--- src/rtl/irq_controller.sv ---
`timescale 1ns/1ps
// irq_controller
//
// Turns active-low push-button presses into interrupt requests for the RISC
// core. Each button is synchronised and edge-detected into a PENDING bit.
// Pending bits are masked by ENABLE and GIE, and the lowest eligible line wins.
// The winning line is presented on o_irq/o_irq_id and is walked through an
// ack / end-of-interrupt handshake. Nesting is not supported.
//
// Optional feature, selected by the macro IRQ_DEBOUNCE_EN:
//   defined   - the synced level must stay different from the debounced level
//               for DEBOUNCE_CYCLES consecutive cycles before the debounced
//               level follows it. Edges are detected on the debounced level.
//   undefined - edges are detected directly on the synced level.
//
// Ports:
//   i_clk, i_rst_n    clock, asynchronous active-low reset
//   i_io_btn          raw buttons, active-low (released = 1)
//   i_wr_en, i_addr,  word-addressed register write port
//   i_wdata
//   o_rdata           register read data, combinational on i_addr
//                       0 ENABLE  [NUM_IRQ-1:0] line enables, [31] GIE
//                       1 PENDING read; write-1-to-clear
//                       2 STATUS  [1:0] state, [5:4] o_irq_id, [8] o_irq
//                       3 SWTRIG  write-1 sets PENDING; reads 0
//   o_irq, o_irq_id   request and line ID presented to the core
//   i_irq_ack         core accepted the request (pulse on trap entry)
//   i_irq_eoi         core finished its handler (pulse on mret)

module irq_controller #(
    parameter int NUM_IRQ         = 4,
    parameter int DEBOUNCE_CYCLES = 16,
    localparam int ID_W           = (NUM_IRQ > 1) ? $clog2(NUM_IRQ) : 1
) (
    input  logic                i_clk,
    input  logic                i_rst_n,
    input  logic [NUM_IRQ-1:0]  i_io_btn,
    input  logic                i_wr_en,
    input  logic [1:0]          i_addr,
    input  logic [31:0]         i_wdata,
    output logic [31:0]         o_rdata,
    output logic                o_irq,
    output logic [ID_W-1:0]     o_irq_id,
    input  logic                i_irq_ack,
    input  logic                i_irq_eoi
);

    typedef enum logic [1:0] {
        ST_IDLE    = 2'd0,
        ST_REQ     = 2'd1,
        ST_SERVICE = 2'd2
    } state_t;

    localparam logic [1:0] ADDR_ENABLE  = 2'd0;
    localparam logic [1:0] ADDR_PENDING = 2'd1;
    localparam logic [1:0] ADDR_STATUS  = 2'd2;
    localparam logic [1:0] ADDR_SWTRIG  = 2'd3;

    // ------------------------------------------------------------------
    // Input path: 2-flop synchroniser, optional debounce, registered edge
    // ------------------------------------------------------------------
    logic [NUM_IRQ-1:0] r_sync1;
    logic [NUM_IRQ-1:0] r_sync2;
    logic [NUM_IRQ-1:0] r_prev;
    logic [NUM_IRQ-1:0] r_evt;
    logic [NUM_IRQ-1:0] w_level;

    // Resetting to all 1s (released) keeps reset release from looking like a
    // press on every line.
    // NOTE: sequential state is written with non-blocking assignments so every
    // flop samples the pre-edge value of its neighbours, as real flops do.
    always_ff @(posedge i_clk or negedge i_rst_n) begin
        if (!i_rst_n) begin
            r_sync1 <= '1;
            r_sync2 <= '1;
        end else begin
            r_sync1 <= i_io_btn;
            r_sync2 <= r_sync1;
        end
    end

`ifdef IRQ_DEBOUNCE_EN
    localparam int CNT_W = $clog2(DEBOUNCE_CYCLES + 1);
    localparam logic [CNT_W-1:0] CNT_LAST = CNT_W'(DEBOUNCE_CYCLES - 1);

    logic [NUM_IRQ-1:0] r_deb;
    logic [CNT_W-1:0]   r_cnt [NUM_IRQ];

    // The count runs only while the synced level disagrees with the debounced
    // level; any agreement (a bounce back) restarts it from zero.
    // NOTE: the counter array is small flop storage, not a RAM, so every entry
    // is reset explicitly; a RAM-style array would normally be left unreset.
    always_ff @(posedge i_clk or negedge i_rst_n) begin
        if (!i_rst_n) begin
            r_deb <= '1;
            for (int i = 0; i < NUM_IRQ; i++) r_cnt[i] <= '0;
        end else begin
            for (int i = 0; i < NUM_IRQ; i++) begin
                if (r_sync2[i] != r_deb[i]) begin
                    if (r_cnt[i] == CNT_LAST) begin
                        r_deb[i] <= r_sync2[i];
                        r_cnt[i] <= '0;
                    end else begin
                        r_cnt[i] <= r_cnt[i] + 1'b1;
                    end
                end else begin
                    r_cnt[i] <= '0;
                end
            end
        end
    end

    assign w_level = r_deb;
`else
    assign w_level = r_sync2;
`endif

    // Press = falling edge of the (active-low) level. The event is registered,
    // giving a 3-cycle button-to-PENDING latency.
    always_ff @(posedge i_clk or negedge i_rst_n) begin
        if (!i_rst_n) begin
            r_prev <= '1;
            r_evt  <= '0;
        end else begin
            r_prev <= w_level;
            r_evt  <= r_prev & ~w_level;
        end
    end

    // ------------------------------------------------------------------
    // Registers
    // ------------------------------------------------------------------
    logic [NUM_IRQ-1:0] r_enable;
    logic               r_gie;
    logic [NUM_IRQ-1:0] r_pending;
    state_t             r_state;
    logic               r_irq;
    logic [ID_W-1:0]    r_irq_id;

    logic w_wr_enable;
    logic w_wr_pending;
    logic w_wr_swtrig;
    logic w_ack_take;

    assign w_wr_enable  = i_wr_en && (i_addr == ADDR_ENABLE);
    assign w_wr_pending = i_wr_en && (i_addr == ADDR_PENDING);
    assign w_wr_swtrig  = i_wr_en && (i_addr == ADDR_SWTRIG);
    assign w_ack_take   = (r_state == ST_REQ) && i_irq_ack;

    logic [NUM_IRQ-1:0] w_set;
    logic [NUM_IRQ-1:0] w_clr;
    logic [NUM_IRQ-1:0] w_id_onehot;

    assign w_id_onehot = NUM_IRQ'(1) << r_irq_id;
    assign w_set = r_evt | (w_wr_swtrig ? i_wdata[NUM_IRQ-1:0] : '0);
    assign w_clr = (w_wr_pending ? i_wdata[NUM_IRQ-1:0] : '0)
                 | (w_ack_take   ? w_id_onehot           : '0);

    always_ff @(posedge i_clk or negedge i_rst_n) begin
        if (!i_rst_n) begin
            r_enable  <= '0;
            r_gie     <= 1'b0;
            r_pending <= '0;
        end else begin
            if (w_wr_enable) begin
                r_enable <= i_wdata[NUM_IRQ-1:0];
                r_gie    <= i_wdata[31];
            end
            // Set is applied after clear so a same-cycle event is never lost.
            r_pending <= (r_pending & ~w_clr) | w_set;
        end
    end

    // ------------------------------------------------------------------
    // Selection: lowest eligible index wins
    // ------------------------------------------------------------------
    logic [NUM_IRQ-1:0] w_eligible;
    logic               w_any;
    logic [ID_W-1:0]    w_winner;

    assign w_eligible = r_gie ? (r_pending & r_enable) : '0;
    assign w_any      = |w_eligible;

    // NOTE: w_winner gets a default before the loop, so every path assigns it
    // and no latch is inferred.
    always_comb begin
        w_winner = '0;
        for (int i = NUM_IRQ - 1; i >= 0; i--) begin
            if (w_eligible[i]) w_winner = ID_W'(i);
        end
    end

    // ------------------------------------------------------------------
    // Request FSM with registered outputs
    // ------------------------------------------------------------------
    always_ff @(posedge i_clk or negedge i_rst_n) begin
        if (!i_rst_n) begin
            r_state  <= ST_IDLE;
            r_irq    <= 1'b0;
            r_irq_id <= '0;
        end else begin
            case (r_state)
                ST_IDLE: begin
                    if (w_any) begin
                        r_irq_id <= w_winner;
                        r_irq    <= 1'b1;
                        r_state  <= ST_REQ;
                    end
                end
                ST_REQ: begin
                    // The latched ID is held even if a higher-priority line
                    // arrives; ack takes precedence over withdrawal.
                    if (i_irq_ack) begin
                        r_irq   <= 1'b0;
                        r_state <= ST_SERVICE;
                    end else if (!w_eligible[r_irq_id]) begin
                        r_irq   <= 1'b0;
                        r_state <= ST_IDLE;
                    end
                end
                ST_SERVICE: begin
                    if (i_irq_eoi) r_state <= ST_IDLE;
                end
                default: begin
                    r_irq   <= 1'b0;
                    r_state <= ST_IDLE;
                end
            endcase
        end
    end

    assign o_irq    = r_irq;
    assign o_irq_id = r_irq_id;

    // ------------------------------------------------------------------
    // Read mux
    // ------------------------------------------------------------------
    logic [31:0] w_enable_word;
    logic [31:0] w_status_word;

    always_comb begin
        w_enable_word                = '0;
        w_enable_word[NUM_IRQ-1:0]   = r_enable;
        w_enable_word[31]            = r_gie;
        w_status_word                = '0;
        w_status_word[1:0]           = r_state;
        w_status_word[4 +: ID_W]     = r_irq_id;
        w_status_word[8]             = r_irq;
    end

    always_comb begin
        o_rdata = '0;
        case (i_addr)
            ADDR_ENABLE:  o_rdata = w_enable_word;
            ADDR_PENDING: o_rdata[NUM_IRQ-1:0] = r_pending;
            ADDR_STATUS:  o_rdata = w_status_word;
            ADDR_SWTRIG:  o_rdata = '0;
            default:      o_rdata = '0;
        endcase
    end

    // Write-data bits with no register behind them.
    logic w_unused_wdata;
    assign w_unused_wdata = ^i_wdata[30:NUM_IRQ];

endmodule

--- config.mk ---
export PLATFORM = sky130hd
export DESIGN_NAME = irq_controller
export DESIGN_NICKNAME = d
export VERILOG_FILES = /design/src/rtl/irq_controller.sv
export SDC_FILE = /design/constraint.sdc
export NUM_CORES = 1
export LEC_CHECK = 0
export ABC_AREA = 1
export BUFFER_PORTS_ARGS = -buffer_cell sky130_fd_sc_hd__buf_4
export CAP_MARGIN = 20
export CORE_AREA = 2 2 64 66
export CTS_BUF_LIST = sky130_fd_sc_hd__clkbuf_16
export DETAILED_ROUTE_END_ITERATION = 10
export DIE_AREA = 0 0 66 68
export PLACE_DENSITY = 0.68
export SLEW_MARGIN = 20
export SYNTH_ARGS = -nofsm -noshare
export SYNTH_HDL_FRONTEND = slang
export SYNTH_SLANG_ARGS = --single-unit
--- constraint.sdc ---
create_clock -name i_clk -period 2.5 [get_ports i_clk]
set_input_delay 0.5 -clock i_clk [delete_from_list [all_inputs] [get_ports i_clk]]
set_output_delay 0.5 -clock i_clk [all_outputs]
set_load 0.02 [all_outputs]
==> results.sh, run 1 <==
export IMPL_place_inst=228
export IMPL_top_level_ports=78
export IMPL_crit_buf_inv=3
export IMPL_cts_hold_buffers_added=0
export IMPL_grtUsageTotal_pct=12.79
export IMPL_ys_types=24
export IMPL_cts_tree="built"
export IMPL_fillerInstances=386
export IMPL_wirelength_um=2625
export IMPL_cts_num_sinks=30
export IMPL_root_buffer="clkbuf_16"
export IMPL_cellLeakagePower_uw=0.0008944
export IMPL_synth_top_area_share_pct=31.17
export IMPL_post_cts_buffers=0
export IMPL_yosys_register_bits=30
export IMPL_antennaDiodeCount=0
export IMPL_final_hold_viol_count=0
export IMPL_syn_inst=153
export IMPL_synth_warnings=0
export IMPL_path_max_fanout=5
export IMPL_final_cell_mix="26 x buf_4, 25 x nand2_1, 24 x conb_1"
export IMPL_power_density_nw_per_um2=976.6
export IMPL_path_class="in -> out"
export IMPL_layout_commonest_cell="buf_4"
export IMPL_peakVddDrop_v=0.0004945
export IMPL_synth_area_leaders="dfrtp_1 31%, dfstp_2 22%, buf_4 12%, nand2_1 6.5%, nor2_1 5.2%"
export IMPL_vias=1012
export IMPL_yosys_area_top_type="dfrtp_1"
export IMPL_skew_ns=0.006852
export IMPL_antenna_found_initial=0
export IMPL_grt_pass1_vias=975
export IMPL_dp_slack_ns=0.7530
export IMPL_cp_arrival_ns=1.25
export IMPL_initial_core_util_pct=37.48
export IMPL_cp_cell_sequence="buf_4, nor2_4, inv_1, o221ai_1, buf_4"
export IMPL_gp_congestion=0.8446
export IMPL_port_buffer_count=26
export IMPL_synth_area_um2=1445
export IMPL_numCtsBuffers=5
export IMPL_path_common_cell="buf_4"
export IMPL_grt_remaining_overflow=0
export IMPL_route_detailed_drc=0
export IMPL_clk_insertion_delay_late_ns=0.27
export IMPL_fin_cells=236
export IMPL_coreArea_um2=3856
export IMPL_dieArea_um2=4488
export IMPL_drtIter0Drc=38
export IMPL_hp_class="in -> async"
export IMPL_max_freq_mhz=572.9
export IMPL_rsz0062_at_grt="no"
export IMPL_fp_dieH_um=68
export IMPL_slew_viol_final=0
export IMPL_layout_worst_path_cycle_share_pct=69.82
export IMPL_viasPerCell=4.288
export IMPL_area_delta_synth_final_pct=21.13
export IMPL_cts_resized=0
export IMPL_nets=228
export IMPL_cts_buffer_depth=2
export IMPL_endpoint_kind="output pin"
export IMPL_seqCellArea_um2=765.7
export IMPL_ys_seq_area_share_pct=52.99
export IMPL_critical_path_max_stage_delay_ns=0.18
export IMPL_cts_htree_levels=2
export IMPL_finalSetupViolations=0
export IMPL_wl_per_cell_um=11.12
export IMPL_critPathSlowestCell="nor2_4"
export IMPL_status="finished, final reports clean"
export IMPL_avgSynthCellArea_um2=9.445
export IMPL_antenna_left=0
export IMPL_clk_pin_slew_ns=0.05
export IMPL_required_ns=2.00
export IMPL_dp_hpwl_um=1983
export IMPL_drive_gt1_share_pct=29.03
export IMPL_die_x_um=66
export IMPL_critPathTopFamily="buffers and inverters"
export IMPL_hold_worst_slack_ns=0.1492
export IMPL_start_kind="primary input"
export IMPL_setup_ws_ns=0.7545
export IMPL_first_pass_iters=4
export IMPL_max_cap_violations=0
export IMPL_std_cell_rows=23
export IMPL_setup_tns_final_ns=0
export IMPL_period_minus_slack_ns=1.746
export IMPL_grt_max_degree=31
export IMPL_grt_pass1_wl_um=4243
export IMPL_multi_input_area_um2=518.0
## flip-flops by register name, summed over array words and instances, names as in the netlist, 2 cells and up
signal and cells:
r_enable 4, r_sync1 4, r_evt 4, r_prev 4, o_irq_id 2, r_pending 4
r_state 2, r_sync2 4
## cell usage after synthesis, drive strengths merged
| library cell | instances |
|---|---|
| dfrtp | 18 |
| a21o | 1 |
| conb | 1 |
| nor3 | 1 |
| o21ai | 3 |
| o21bai | 1 |
| a22o | 2 |
| nand2 | 27 |
| a21oi | 8 |
| nand3 | 5 |
| o211ai | 5 |
| nor2 | 22 |
| o31ai | 1 |
| dfstp | 12 |
| inv | 18 |
| o221ai | 1 |
| mux2 | 3 |
| buf | 24 |
## through the flow
stage | total power [uW] | area, um^2 | utilization (%)
2_1_floorplan | 1010 | 1531 | -
3_3_place_gp | 1138 | 1609 | 41.73
3_5_place_dp | 1153 | 1609 | 41.73
4_1_cts | 1721 | 1750 | 45.39
5_1_grt | 1812 | 1750 | 45.39
6_report | 1710 | 1750 | 45.39
## worst paths after layout
check	startpoint	end	slack [ns]	cells past startpoint
max in group asynchronous	i_rst_n	r_prev[2]	2.04	1
hold reg to reg	r_sync1[2]	r_sync2[2]	0.35	0
min in group i_clk	i_io_btn[0]	r_sync1[0]	0.33	1
setup / recovery	i_addr[1]	o_rdata[1]	0.75	5
hold / removal	i_rst_n	r_evt[0]	0.15	1
setup reg to reg	r_gie	o_irq	1.34	7
## final cells by class
type / count / area share [%]
clock buffers: 5 / 7.148
clock inverters: 3 / 0.9292
inverters: 18 / 3.860
multi-input cells: 104 / 29.59
flip-flops and latches: 30 / 43.75
well taps: 50 / 3.574
repair buffers: 26 / 11.15
## logic make-up after synthesis
family | share of synthesized area, %
compound gates | 10.30
buf+inv | 17.14
mux | 3.117
simple gates | 16.19
flops | 52.99
other cells | 0.2595
## report_power, final
part	switching [uW]	total [uW]	internal, uW
sequential	78.3	659	580
combinational	300	489	189
clock	200	562	362
## routing by layer
metal,part of all wire [%],global-route usage (%),vias up
li1,-,-,500
met1,42,13.77,474
met2,50,23.23,35
met3,6.9,4.605,3
met4,0.80,4.592,0
met5,0,0,-
Note: power is estimated with default switching activity, not from simulation.
==> run 2: changes to the inputs <==
Settings changed: PLACE_DENSITY 0.68 to 0.71.
Clock period 2.5 ns to 1.6 ns, I/O delays scaled along.
==> run 2 against run 1 <==
Core utilization is 1.4 points higher. Routed wire length is 0.46% higher. Register-to-register slack worse by 0.94 ns. Total power is 72% higher. Via count is 0.79% higher. Count of clock-buffer cells in the layout is 1 higher. Setup slack worse by 0.58 ns. Sequential share of layout area is 1.3 points lower. Cell count is 0.42% higher. Largest cell class unchanged.
==> results.sh, run 2 (synthesis gave the netlist of run 1 again) <==
export IMPL_status="finished, final reports clean"
export IMPL_rr_worst_depth=7
export IMPL_startpoint="r_enable[2]"
export IMPL_die_x_um=66
export IMPL_required_ns=1.28
export IMPL_seq_power_share_pct=34.9
export IMPL_layout_commonest_cell="buf_4"
export IMPL_grtUsageTotal_pct=12.83
export IMPL_final_cell_mix="26 x buf_4, 25 x nand2_1, 24 x conb_1"
export IMPL_met2_usage_pct=20.96
export IMPL_route_detailed_drc=0
export IMPL_cts_buffer_depth=2
export IMPL_wirelength_um=2637
export IMPL_p_sw_share_pct=31.00
export IMPL_antennaDiodeCount=0
export IMPL_peakVddDrop_v=0.0007561
export IMPL_first_pass_iters=4
export IMPL_root_buffer="clkbuf_16"
export IMPL_fillerInstances=408
export IMPL_numCtsBuffers=5
export IMPL_max_cap_violations=0
export IMPL_slew_viol_final=0
export IMPL_grt_remaining_overflow=0
export IMPL_setup_ws_ns=0.1708
export IMPL_endpoint="o_rdata[2]"
export IMPL_wl_per_cell_um=11.13
export IMPL_std_cell_rows=23
export IMPL_endpoint_kind="output pin"
export IMPL_vias=1020
export IMPL_final_util_pct=46.76
export IMPL_use_met1_pct=14.73
export IMPL_grt_max_degree=31
export IMPL_hp_class="in -> reg"
export IMPL_post_cts_buffers=0
export IMPL_nets=229
export IMPL_viasPerCell=4.304
export IMPL_dieArea_um2=4488
export IMPL_internal_power_uw=2025
export IMPL_top_level_ports=78
export IMPL_cp_cell_sequence="a22o_1, buf_4"
export IMPL_period_minus_slack_ns=1.429
export IMPL_placed_cell_area_um2=1609
export IMPL_r2r_end="o_irq"
export IMPL_dp_slack_ns=0.1988
export IMPL_rrSetupSlack_ns=0.40
export IMPL_initial_core_util_pct=37.48
export IMPL_fin_area_um2=1803
export IMPL_cp_arrival_ns=1.11
export IMPL_path_class="reg -> out"
export IMPL_r2r_start="r_gie"
export IMPL_skew_ns=0.004961
export IMPL_final_hold_viol_count=0
export IMPL_clk_pin_slew_ns=0.05
export IMPL_seqCellArea_um2=765.7
export IMPL_multi_input_area_um2=518.0
export IMPL_drive_gt1_share_pct=28.88
export IMPL_cellLeakagePower_uw=0.0009209
export IMPL_switchingPower_uw=909.8
export IMPL_max_freq_mhz=699.7
export IMPL_hold_worst_slack_ns=0.1492
export IMPL_top_usage_layer="met2"
export IMPL_critical_path_max_stage_delay_ns=0.41
export IMPL_p_comb_share_pct=26.3
export IMPL_gp_congestion=0.8177
export IMPL_dp_hpwl_um=1897
export IMPL_path_max_fanout=4
export IMPL_cts_num_sinks=30
export IMPL_antenna_left=0
export IMPL_layout_worst_path_cycle_share_pct=89.33
export IMPL_cts_htree_levels=2
export IMPL_clk_insertion_delay_late_ns=0.28
export IMPL_drtIter0Drc=42
export IMPL_finalSetupViolations=0
export IMPL_use_met3_pct=4.770
export IMPL_area_delta_synth_final_pct=24.76
export IMPL_fp_dieH_um=68
export IMPL_setup_tns_final_ns=0
export IMPL_critPathSlowestCell="dfrtp_1"
export IMPL_port_buffer_count=26
export IMPL_rsz0062_at_grt="no"
export IMPL_power_density_nw_per_um2=1628
export IMPL_antenna_found_initial=0
export IMPL_grt_pass1_vias=954
export IMPL_coreArea_um2=3856
export IMPL_cts_tree="built"
export IMPL_pwr_share_clk_pct=38.8
export IMPL_start_kind="flip-flop"
export IMPL_grt_pass1_wl_um=4146
run 2: layout make-up:
cell class / count / share of cell area, %
sequential: 30 / 42.47
timing repair buffer: 27 / 11.38
clock buffer: 6 / 8.328
multi-input combinational: 104 / 28.73
tap: 50 / 3.470
inverter: 18 / 3.747
clock inverter: 2 / 1.874
run 2: critical path: cells and delay by family, from the launching register on:
kind,cells,cell delay (ns)
compound gates,1,0.26
buf+inv,1,0.16
flops,1,0.41
run 2: worst min path at each step:
stage                start    endpoint  slack [ns]  depth (start not counted)
2_1_floorplan      i_rst_n       o_irq        0.02                          0
3_3_place_gp       i_rst_n    r_evt[2]        0.27                          1
3_5_place_dp       i_rst_n    r_evt[2]        0.27                          1
4_1_cts        i_io_btn[3]  r_sync1[3]        0.14                          1
5_1_grt        i_io_btn[1]  r_sync1[1]        0.14                          1
6_report       i_io_btn[3]  r_sync1[3]        0.15                          1
run 2: layer usage:
layer / share of wire (%) / wire, um
met5: 0 / 0
met4: 2.1 / 56
met3: 6.8 / 178
met2: 47 / 1248
met1: 44 / 1154
run 2: timing repair:
item,CTS,global route
hold buffers,1,0
resized for setup,0,0
hold endpoints to repair,18,0
run 2: per-stage QoR:
step / power (uW) / std cells
global placement: 1776 / 228
floorplan: 1578 / 176
global route: 3096 / 237
CTS: 2970 / 237
detailed placement: 1794 / 228
finish: 2934 / 237
run 2: power groups by stage:
stage                     Clock [uW]  Sequential (uW)  Combinational, uW
after floorplan                    0             1050                525
after global placement             0             1030                749
after detailed placement           0             1030                761
after CTS                       1170             1020                775
after global routing            1210             1040                850
final                           1140             1020                770
==> run 3: changes to the inputs <==
Settings changed: CORE_AREA 2 2 64 66 to 2 2 75 56, DIE_AREA 0 0 66 68 to 0 0 77 58, MAX_ROUTING_LAYER set to met4, PLACE_DENSITY 0.71 to 0.72.
==> run 3 against run 2 <==
Die area shrank 0.49%. Critical path type unchanged. Highest routed layer unchanged. Clock power increased by 6%. Clock skew about the same. Non-clock buffer count did not move. Setup slack lost 0.030 ns. Core utilization grew 1.4 points. Critical endpoint is now o_rdata[1].
==> results.sh, run 3 (synthesis gave the netlist of run 1 again) <==
export IMPL_initial_core_util_pct=38.47
export IMPL_fp_dieH_um=58
export IMPL_r2r_start="o_irq_id[1]"
export IMPL_route_detailed_drc=0
export IMPL_setup_tns_final_ns=0
export IMPL_cp_arrival_ns=1.14
export IMPL_slew_viol_final=0
export IMPL_holdPathEnd="r_sync1[2]"
export IMPL_clk_pin_slew_ns=0.05
export IMPL_rsz0062_at_grt="no"
export IMPL_clk_insertion_delay_late_ns=0.28
export IMPL_cts_tree="built"
export IMPL_power_density_nw_per_um2=1657
export IMPL_p_comb_share_pct=25.4
export IMPL_cts_num_sinks=30
export IMPL_layout_worst_path_cycle_share_pct=91.18
export IMPL_cts_htree_levels=2
export IMPL_nets=229
export IMPL_path_class="reg -> out"
export IMPL_grt_remaining_overflow=0
export IMPL_peakVddDrop_v=0.0006725
export IMPL_endpoint_kind="output pin"
export IMPL_port_buffer_count=26
export IMPL_grt_max_degree=31
export IMPL_gp_congestion=0.8962
export IMPL_cts_resized=0
export IMPL_final_hold_viol_count=0
export IMPL_placed_cell_area_um2=1612
export IMPL_dieArea_um2=4466
export IMPL_pwr_share_clk_pct=40.3
export IMPL_seq_power_share_pct=34.3
export IMPL_antenna_found_initial=0
export IMPL_path_max_fanout=4
export IMPL_coreArea_um2=3756
export IMPL_first_pass_iters=4
export IMPL_drtIter0Drc=53
export IMPL_root_buffer="clkbuf_16"
export IMPL_final_cell_mix="26 x buf_4, 25 x nand2_1, 24 x conb_1"
export IMPL_rrSetupSlack_ns=0.41
export IMPL_area_delta_synth_final_pct=25.28
export IMPL_layout_commonest_cell="buf_4"
export IMPL_cts_buffer_depth=2
export IMPL_max_freq_mhz=685.4
export IMPL_cellLeakagePower_uw=0.0009228
export IMPL_drive_gt1_share_pct=28.88
export IMPL_viasPerCell=4.289
export IMPL_max_cap_violations=0
export IMPL_min_from="i_io_btn[2]"
export IMPL_hold_worst_slack_ns=0.1449
export IMPL_numCtsBuffers=5
export IMPL_fin_area_um2=1810
export IMPL_antennaDiodeCount=0
export IMPL_top_level_ports=78
export IMPL_finalPower_uw=3001
export IMPL_p_sw_share_pct=30.42
export IMPL_grt_pass1_vias=1021
export IMPL_grt_pass1_wl_um=4574
export IMPL_start_kind="flip-flop"
export IMPL_skew_ns=0.004572
export IMPL_critPathSlowestCell="dfrtp_1"
export IMPL_wl_per_cell_um=11.30
export IMPL_std_cell_rows=19
export IMPL_grtUsageTotal_pct=14.10
export IMPL_finalSetupViolations=0
export IMPL_min_path_cells=1
export IMPL_internal_power_uw=2088
export IMPL_r2r_end="o_irq"
export IMPL_hp_class="in -> reg"
export IMPL_switchingPower_uw=912.8
export IMPL_wirelength_um=2700
export IMPL_cp_cell_sequence="inv_1, o221ai_1, buf_4"
export IMPL_period_minus_slack_ns=1.459
export IMPL_rr_worst_depth=9
export IMPL_required_ns=1.28
export IMPL_die_x_um=77
export IMPL_dp_hpwl_um=1940
export IMPL_vias=1025
export IMPL_antenna_left=0
export IMPL_critical_path_max_stage_delay_ns=0.40
export IMPL_status="finished, final reports clean"
-- run 3: cell count changes in the layout (fill, tap and decap cells not counted) --
cell       previous run  this run
clkbuf_16             6         5
bufinv_16             1         2
-- run 3: area by class of cell --
class,count,area (um^2)
Clock buffer,5,125.1
Clock inverter,3,63.81
Fill cell,377,1946
Inverter,18,67.56
Multi-Input combinational cell,104,518.0
Sequential cell,30,765.7
Tap cell,52,65.06
Timing Repair Buffer,27,205.2
-- run 3: critical path, delay by kind of cell (launching register included) --
kind | cells | cell delay [ns]
buffers and inverters | 2 | 0.27
DFF | 1 | 0.40
AOI/OAI and AO/OA | 1 | 0.18
-- run 3: power by group through the flow --
stage | logic, uW | registers [uW] | clock network (uW)
2_1_floorplan | 525 | 1050 | 0
3_3_place_gp | 747 | 1030 | 0
3_5_place_dp | 757 | 1040 | 0
4_1_cts | 770 | 1030 | 1240
5_1_grt | 859 | 1050 | 1270
6_report | 763 | 1030 | 1210
-- run 3: worst max path at each step --
stage	from	endpoint	slack, ns	cells after the start
4_1_cts	r_state[1]	o_rdata[1]	0.13	3
3_3_place_gp	i_addr[1]	o_rdata[1]	0.21	5
2_1_floorplan	i_addr[1]	o_rdata[1]	0.35	3
6_report	r_state[1]	o_rdata[1]	0.14	3
5_1_grt	r_state[1]	o_rdata[1]	0.07	3
3_5_place_dp	i_addr[1]	o_rdata[1]	0.21	5
-- run 3: per-layer routing --
layer  vias to the layer above  wire [um]  global-route usage (%)
met5                         -          0                       -
met4                         0         59                   8.418
met3                         8        246                   6.386
met2                        35       1250                   21.30
met1                       483       1145                   15.54
li1                        499          -                       -
-- run 3: timing repair --
| item | CTS | global route |
|---|---|---|
| buffers inserted | 0 | 0 |
| hold buffers | 1 | 0 |
| endpoints found under the hold margin | 18 | 0 |
-- run 3: metrics by stage --
step	util (%)	std cells	setup slack, ns
after global routing	48.20	239	0.06522
after floorplan	-	176	0.3513
after global placement	42.90	230	0.2135
final	48.20	239	0.1410
after detailed placement	42.90	230	0.2141
after CTS	48.20	239	0.1312
